--- config.mk ---
export PLATFORM = sky130hd
export DESIGN_NAME = uart_baud_gen
export DESIGN_NICKNAME = d
export VERILOG_FILES = /design/src/rtl/uart_baud_gen.sv
export SDC_FILE = /design/constraint.sdc
export NUM_CORES = 1
export LEC_CHECK = 0
export BUFFER_PORTS_ARGS = -buffer_cell sky130_fd_sc_hd__buf_2
export CAP_MARGIN = 40
export CELL_PAD_IN_SITES_DETAIL_PLACEMENT = 0
export CELL_PAD_IN_SITES_GLOBAL_PLACEMENT = 1
export CORE_UTILIZATION = 45
export CTS_CLUSTER_SIZE = 24
export DETAILED_ROUTE_END_ITERATION = 10
export GPL_ROUTABILITY_DRIVEN = 0
export PLACE_DENSITY_LB_ADDON = 0.25
export SKIP_LAST_GASP = 1
export SLEW_MARGIN = 10
export SYNTH_ARGS = -nofsm -noshare
export SYNTH_HDL_FRONTEND = slang
export SYNTH_SLANG_ARGS = --single-unit
--- constraint.sdc ---
create_clock -name clock -period 2.5 [get_ports clock]
set_input_delay 0.625 -clock clock [delete_from_list [all_inputs] [get_ports clock]]
set_output_delay 0.625 -clock clock [all_outputs]
set_load 0.005 [all_outputs]
--- src/rtl/uart_baud_gen.sv ---
// Programmable baud-rate tick generator: oversample tick, bit tick and phase.
// Optional fractional divisor enabled by defining UART_BAUD_FRAC_EN.
module uart_baud_gen #(
    parameter int CLOCK_INPUT  = 50_000_000,
    parameter int BAUD_DEFAULT = 115_200,
    parameter int OVERSAMPLE   = 16,
    parameter int DIV_W        = 16,
    parameter int FRAC_W       = 4
) (
    input  logic                          clock,
    input  logic                          nreset,
    input  logic                          ena,
    input  logic [DIV_W-1:0]              div_int,
    input  logic [FRAC_W-1:0]             div_frac,
    input  logic                          div_load,
    input  logic                          resync,
    output logic                          tick_os,
    output logic                          tick_bit,
    output logic [$clog2(OVERSAMPLE)-1:0] os_phase,
    output logic                          div_err
);

    localparam int PH_W    = $clog2(OVERSAMPLE);
    localparam int DEF_RAW = CLOCK_INPUT / (BAUD_DEFAULT * OVERSAMPLE);
    localparam int DEF_INT = (DEF_RAW < 2) ? 2 : DEF_RAW;

    localparam logic [DIV_W-1:0] DIV_DEFAULT = DIV_W'(DEF_INT);
    localparam logic [DIV_W-1:0] DIV_ONE     = DIV_W'(1);
    localparam logic [DIV_W-1:0] DIV_MIN     = DIV_W'(2);
    localparam logic [PH_W-1:0]  PH_LAST     = PH_W'(OVERSAMPLE - 1);
    localparam logic [PH_W-1:0]  PH_ONE      = PH_W'(1);

    logic [DIV_W-1:0] act_int_reg, act_int_next;
    logic [DIV_W-1:0] cnt_reg, cnt_next;
    logic [PH_W-1:0]  phase_reg, phase_next;
    logic             div_err_reg, div_err_next;
    logic             tick_os_reg, tick_os_next;
    logic             tick_bit_reg, tick_bit_next;

    logic             carry;
    logic             load_low;
    logic [DIV_W-1:0] load_int;
    logic [DIV_W-1:0] cnt_reload;

`ifdef UART_BAUD_FRAC_EN
    logic [FRAC_W-1:0] act_frac_reg, act_frac_next;
    logic [FRAC_W-1:0] acc_reg, acc_next;
    logic [FRAC_W:0]   acc_sum;

    // Carry-out of the phase accumulator stretches the period being reloaded.
    assign acc_sum = {1'b0, acc_reg} + {1'b0, act_frac_reg};
    assign carry   = acc_sum[FRAC_W];
`else
    logic unused_frac;

    assign unused_frac = ^div_frac;
    assign carry       = 1'b0;
`endif

    assign load_low   = (div_int < DIV_MIN);
    assign load_int   = load_low ? DIV_MIN : div_int;
    assign cnt_reload = act_int_reg + {{(DIV_W-1){1'b0}}, carry} - DIV_ONE;

    always_comb begin
        act_int_next  = act_int_reg;
        cnt_next      = cnt_reg;
        phase_next    = phase_reg;
        div_err_next  = div_err_reg;
        tick_os_next  = 1'b0;
        tick_bit_next = 1'b0;
`ifdef UART_BAUD_FRAC_EN
        act_frac_next = act_frac_reg;
        acc_next      = acc_reg;
`endif
        if (div_load) begin
            act_int_next = load_int;
            div_err_next = load_low;
            cnt_next     = load_int - DIV_ONE;
            phase_next   = '0;
`ifdef UART_BAUD_FRAC_EN
            act_frac_next = div_frac;
            acc_next      = '0;
`endif
        end else if (resync) begin
            cnt_next   = act_int_reg - DIV_ONE;
            phase_next = '0;
`ifdef UART_BAUD_FRAC_EN
            acc_next = '0;
`endif
        end else if (ena) begin
            if (cnt_reg == '0) begin
                tick_os_next  = 1'b1;
                tick_bit_next = (phase_reg == PH_LAST);
                phase_next    = (phase_reg == PH_LAST) ? '0 : phase_reg + PH_ONE;
                cnt_next      = cnt_reload;
`ifdef UART_BAUD_FRAC_EN
                acc_next = acc_sum[FRAC_W-1:0];
`endif
            end else begin
                cnt_next = cnt_reg - DIV_ONE;
            end
        end
    end

    always_ff @(posedge clock or negedge nreset) begin
        if (!nreset) begin
            act_int_reg  <= DIV_DEFAULT;
            cnt_reg      <= DIV_DEFAULT - DIV_ONE;
            phase_reg    <= '0;
            div_err_reg  <= 1'b0;
            tick_os_reg  <= 1'b0;
            tick_bit_reg <= 1'b0;
        end else begin
            act_int_reg  <= act_int_next;
            cnt_reg      <= cnt_next;
            phase_reg    <= phase_next;
            div_err_reg  <= div_err_next;
            tick_os_reg  <= tick_os_next;
            tick_bit_reg <= tick_bit_next;
        end
    end

`ifdef UART_BAUD_FRAC_EN
    always_ff @(posedge clock or negedge nreset) begin
        if (!nreset) begin
            act_frac_reg <= '0;
            acc_reg      <= '0;
        end else begin
            act_frac_reg <= act_frac_next;
            acc_reg      <= acc_next;
        end
    end
`endif

    assign tick_os  = tick_os_reg;
    assign tick_bit = tick_bit_reg;
    assign os_phase = phase_reg;
    assign div_err  = div_err_reg;

endmodule

==> results of run 1 <==
## cell families after synthesis
kind of cell / Yosys count / share of synthesized area
xor+xnor: 20 / 0.0621
compound gates: 65 / 0.170
buf+inv: 20 / 0.0422
mux: 22 / 0.0857
flops: 39 / 0.349
simple gates: 131 / 0.273
fa+ha+maj: 4 / 0.0178
## stage by stage
stage / setup WS, ps / instances / instance area, µm²
2_1_floorplan: 367 / 301 / 2820
3_3_place_gp: 243 / 409 / 3090
3_5_place_dp: 225 / 409 / 3090
4_1_cts: 253 / 417 / 3190
5_1_grt: 65.3 / 417 / 3190
6_report: 220 / 417 / 3190
## area by class of cell
class,instances,area (µm²),share of cell area
clock buffer,8,100,0.0314
inverter,9,33.8,0.0106
multi-input combinational,242,1720,0.538
sequential,39,985,0.309
tap,75,93.8,0.0294
timing repair buffer,44,263,0.0824
## cell usage after synthesis, drive strengths merged, types with 3 or more instances
cell,count
dfrtp,32
nand2,26
nor2,24
nor3,18
mux2,17
nand3,15
o21ai,15
xnor2,13
nor4,11
inv,9
a21oi,8
o211ai,8
buf,7
dfstp,7
xor2,7
mux2i,5
nand4,5
clkbuf,4
ha,4
nand3b,4
or2,4
or3,4
a21bo,3
a31oi,3
and4,3
nor2b,3
nor3b,3
o31ai,3
or4,3
## power by group
part           switching [W]  internal (W)
Sequential         0.0000811      0.000698
Combinational       0.000183      0.000158
Clock               0.000229      0.000252
Total               0.000493       0.00111
## metal layers
| layer | GRT usage | routed length [µm] | up-vias |
|---|---|---|---|
| met2 | 0.400 | 3350 | 47 |
| met5 | 0 | 0 | - |
| li1 | - | - | 1213 |
| met1 | 0.325 | 3320 | 1141 |
| met4 | 0.0804 | 129 | 0 |
| met3 | 0.0360 | 252 | 9 |
## worst max-delay path, stage by stage (launching register included)
cell and delay (ps):
dfrtp_1 410, inv_1 100, ha_1 190, nor3b_1 300
and4_1 350, a21o_4 160, mux2_1 310, a221o_1 340
## how the worst min path moves through the flow
stage                        from         endpoint  cells after the start
final                      nreset       cnt_reg[2]                      1
after CTS                  nreset   act_int_reg[2]                      1
after detailed placement  div_err          div_err                      1
after floorplan            nreset  act_int_reg[10]                      0
after global placement    div_err          div_err                      1
after global routing       nreset   act_int_reg[2]                      1
==> flow_summary_export.csv, run 1 <==
group,metric,value,unit
synth,syn_area,2820,µm²
critical_path,start_kind,"flip-flop",
sta,period_needed,2280,ps
global_route,track_usage,0.243,
power_and_ir_drop,ir_worst_vdd,0.231,mV
critical_path,crit_type,"reg2reg",
synth,synth.net_count,330,
floorplan,start_util,0.471,
drt,wl,7050,µm
sta,finalSetupViolations,0,
cts,holdBufCountCts,0,
global_route,antenna_found_initial,0,
drt,ant_nets,0,
placement,dpl.hpwl,5470,µm
power_and_ir_drop,power,0.00160,W
synth,ys_warn_count,0,
drt,wire_per_inst,16.9,µm
cts,clockRootBuffer,"clkbuf_8",
drt,viasPerCell,5.78,
cells_and_area,syn2layout_area_growth,13.2,%
sta,finalSetupTns,0,ps
synth,synth.distinct_cells,69,
floorplan,fp.coreArea,5990,µm²
synth,synth_top_cell_by_area,"dfrtp_1",
sta,maxSlewHeadroom,0.656,
critical_path,rr_endpoint,"cnt_reg[11]",
sta,slew_viol_final,0,
cells_and_area,layout.nets,370,
run_status,outcome,"finished clean",
floorplan,die_h,81.1,µm
cts,insertion_delay,290,ps
cells_and_area,drive_above_1_share,0.281,
cells_and_area,n_fill_cell,574,
critical_path,cp_max_fo,5,
cells_and_area,num_antenna_cells,0,
synth,ys_ff_latch,39,
synth,synth_edf_count,0,
cts,htree_levels,2,
synth,syn_inst,301,
sta,worst_pin_slew,511,ps
power_and_ir_drop,powerDensity,502,nW/µm²
sta,max_freq,439,MHz
global_route,grt_max_degree,38,
cts,cts_buffer_depth,2,
cells_and_area,layout_common_cells,"dfrtp_1 (32), buf_2 (27), nand2_1 (26), nor2_1 (24), buf_4 (17)",
cts,cts_resized,0,
sta,fin_crit_sh,0.912,
critical_path,arrival,2460,ps
critical_path,worstSetupEndpoint,"cnt_reg[11]",
critical_path,r2r_start,"cnt_reg[0]",
critical_path,critPathLaunch,"cnt_reg[0]",
job,max-cap-violations,0,
synth,synth.top_cells.by_area,"dfrtp_1 (28%), dfstp_2 (6.5%), mux2_2 (6.4%)",
critical_path,worstRegToRegCells,7,
drt,first_iter_violations,144,
synth,synthArstFlopShare,1.00,
cts,clk_pin_slew_worst_paths,80,ps
placement,portBuffers,27,
synth,syn-mean-instance-area,9.37,µm²
floorplan,rows,28,
global_route,grt_pass1_wl,11900,µm
cells_and_area,post-route-util,0.533,
power_and_ir_drop,power.leakage,1.25,nW
synth,synth_top_area_share,0.284,
drt,drc,0,
floorplan,design.portCount,32,
drt,vias,2410,
critical_path,cp-end-kind,"flip-flop",
critical_path,ff2ff_setup_slack,220,ps
sta,whs,280,ps
floorplan,die_w,81.1,µm
cts,cts_tree,"built",
cts,cts_inserted_buffers,5,
sta,hold_viol_final,0,
synth,ys.flop_type,"dfrtp_1",
cts,post_cts_buffers,0,
global_route,grt_pass1_vias,2365,
drt,firstDrtPassIters,4,
sta,fin_skew,5.09,ps
cts,cts.sinks,39,
worst_hold_path,hold_path.class,"in2async",
synth,synth.yosys.seq_area_share,0.349,
global_route,grt_remaining_overflow,0,
cells_and_area,final_common_cell,"dfrtp_1",
sta,rsz0062_at_grt,"no",
floorplan,dieArea,6580,µm²
critical_path,required,2680,ps
Note: power is estimated with default switching activity, not from simulation.
==> run 2: changes to the inputs <==
- CELL_PAD_IN_SITES_DETAIL_PLACEMENT: 0 -> 1
- CELL_PAD_IN_SITES_GLOBAL_PLACEMENT: 1 -> 2
- CORE_ASPECT_RATIO: default -> 0.8
- CORE_UTILIZATION: 45 -> 37
==> flow_summary_export.csv, run 2 (synthesized netlist as in run 1, its figures left out) <==
group,metric,value,unit
cts,cts.sinks,39,
sta,maxSlewHeadroom,0.642,
sta,rsz0062_at_grt,"no",
sta,max_freq,434,MHz
power_and_ir_drop,switchingPower,0.000519,W
cts,clk_pin_slew_worst_paths,80,ps
job,max-cap-violations,0,
placement,dpl.hpwl,6290,µm
drt,vias,2464,
global_route,grt_max_degree,40,
critical_path,cp-end-kind,"flip-flop",
critical_path,critPathLaunch,"cnt_reg[0]",
critical_path,crit_type,"reg2reg",
critical_path,crit_cells,7,
placement,portBuffers,27,
sta,whs,380,ps
drt,viasPerCell,5.51,
drt,wl_met3,200,µm
cells_and_area,layout.nets,370,
critical_path,required,2690,ps
sta,fin_skew,3.45,ps
drt,drc,0,
cts,post_cts_buffers,0,
drt,ant_nets,0,
critical_path,slowest_stage,"dfrtp_1",
cts,clockRootBuffer,"clkbuf_8",
drt,wl,8220,µm
drt,first_iter_violations,59,
drt,firstDrtPassIters,4,
global_route,antenna_found_initial,0,
floorplan,fp.coreArea,7390,µm²
floorplan,die_h,80.1,µm
power_and_ir_drop,powerDensity,497,nW/µm²
critical_path,cp_max_fo,7,
power_and_ir_drop,sw_frac_of_total,0.325,
drt,wire_per_inst,18.4,µm
cells_and_area,final_common_cell,"dfrtp_1",
global_route,grt_remaining_overflow,0,
cts,cts_tree,"built",
power_and_ir_drop,power,0.00160,W
global_route,grt_pass1_vias,2552,
sta,fin_crit_sh,0.923,
floorplan,dieArea,7970,µm²
run_status,outcome,"finished clean",
sta,worst_pin_slew,538,ps
cells_and_area,drive_above_1_share,0.281,
drt,wl_met1,4320,µm
critical_path,start_kind,"flip-flop",
critical_path,critPathBufInv,1,
floorplan,die_w,99.6,µm
power_and_ir_drop,power_frac_clock,0.290,
power_and_ir_drop,pwr-share-seq,0.490,
sta,period_needed,2310,ps
cts,cts_buffer_depth,2,
cts,htree_levels,2,
cts,cts_resized,0,
power_and_ir_drop,combinationalPowerShare,0.220,
cells_and_area,post-route-util,0.436,
critical_path,cp_cell_sequence,"inv_1 -> ha_1 -> nor3b_1 -> and4_1 -> a21o_4 -> mux2_1 -> a221o_1",
drt,met2WireLength,3590,µm
power_and_ir_drop,ir_worst_vdd,0.206,mV
cells_and_area,syn2layout_area_growth,14.2,%
sta,slew_viol_final,0,
power_and_ir_drop,power.leakage,1.25,nW
floorplan,rows,28,
critical_path,arrival,2500,ps
cells_and_area,n_fill_cell,893,
sta,finalSetupTns,0,ps
cells_and_area,layout_common_cells,"dfrtp_1 (32), buf_2 (27), nand2_1 (26), nor2_1 (24), buf_4 (17)",
sta,finalSetupViolations,0,
global_route,grt_pass1_wl,13700,µm
cts,cts_inserted_buffers,5,
global_route,track_usage,0.228,
sta,hold_viol_final,0,
critical_path,cpLargestDelayFamily,"simple AND/OR/NAND/NOR gates",
floorplan,design.portCount,32,
critical_path,r2r_start,"cnt_reg[0]",
drt,top_layer,"met4",
critical_path,worstRegToRegCells,7,
cts,holdBufCountCts,0,
critical_path,max_stage_delay,420,ps
floorplan,start_util,0.381,
cts,insertion_delay,300,ps
cells_and_area,num_antenna_cells,0,
power_and_ir_drop,power.internal,0.00108,W
worst_hold_path,hold_path.class,"in2async",
-- run 2: changes by cell type in the layout (fill, tap and decap cells not counted), sizes merged --
cell,delta
clkbuf,-1
clkinv,+1
-- run 2: final cells by class --
type,instances,area [µm²],share of cell area
inverter,9,33.8,0.0105
timing repair buffer,44,263,0.0816
sequential,39,985,0.306
tap,105,131,0.0408
clock inverter,1,5.00,0.00155
multi-input combinational,242,1720,0.533
clock buffer,7,86.3,0.0268
-- run 2: path summary, 6_finish.rpt --
path / end / slack, ps
worst min-delay path: cnt_reg[5] / 380
worst min register to register: div_err / 520
worst max register to register: cnt_reg[11] / 190
worst max-delay path: cnt_reg[11] / 190
min in group clock: div_err / 520
max in group asynchronous: os_phase[3] / 1750
-- run 2: power groups by stage --
stage          sequential [W]  combinational (W)  clock [W]
2_1_floorplan        0.000766           0.000236          0
3_3_place_gp         0.000793           0.000346          0
3_5_place_dp         0.000795           0.000351          0
4_1_cts              0.000783           0.000353   0.000480
5_1_grt              0.000796           0.000390   0.000492
6_report             0.000783           0.000352   0.000464
-- run 2: worst register-to-register path, stage by stage, from the launching register on --
cell     delay, ps
dfrtp_1        420
inv_1          100
ha_1           190
nor3b_1        260
and4_1         350
a21o_4         220
mux2_1         330
a221o_1        340
-- run 2: through the flow --
| stage | worst slack (ps) | cell area [µm²] | cells |
|---|---|---|---|
| final | 194 | 3220 | 447 |
| after global routing | 30.3 | 3220 | 447 |
| after CTS | 161 | 3220 | 447 |
| after detailed placement | 173 | 3130 | 439 |
| after global placement | 206 | 3130 | 439 |
| after floorplan | 367 | 2820 | 301 |
-- run 2: metal layers --
metal / GRT usage / vias up
li1: - / 1208
met1: 0.324 / 1212
met2: 0.363 / 36
met3: 0.0287 / 8
met4: 0.0662 / 0
met5: 0 / -
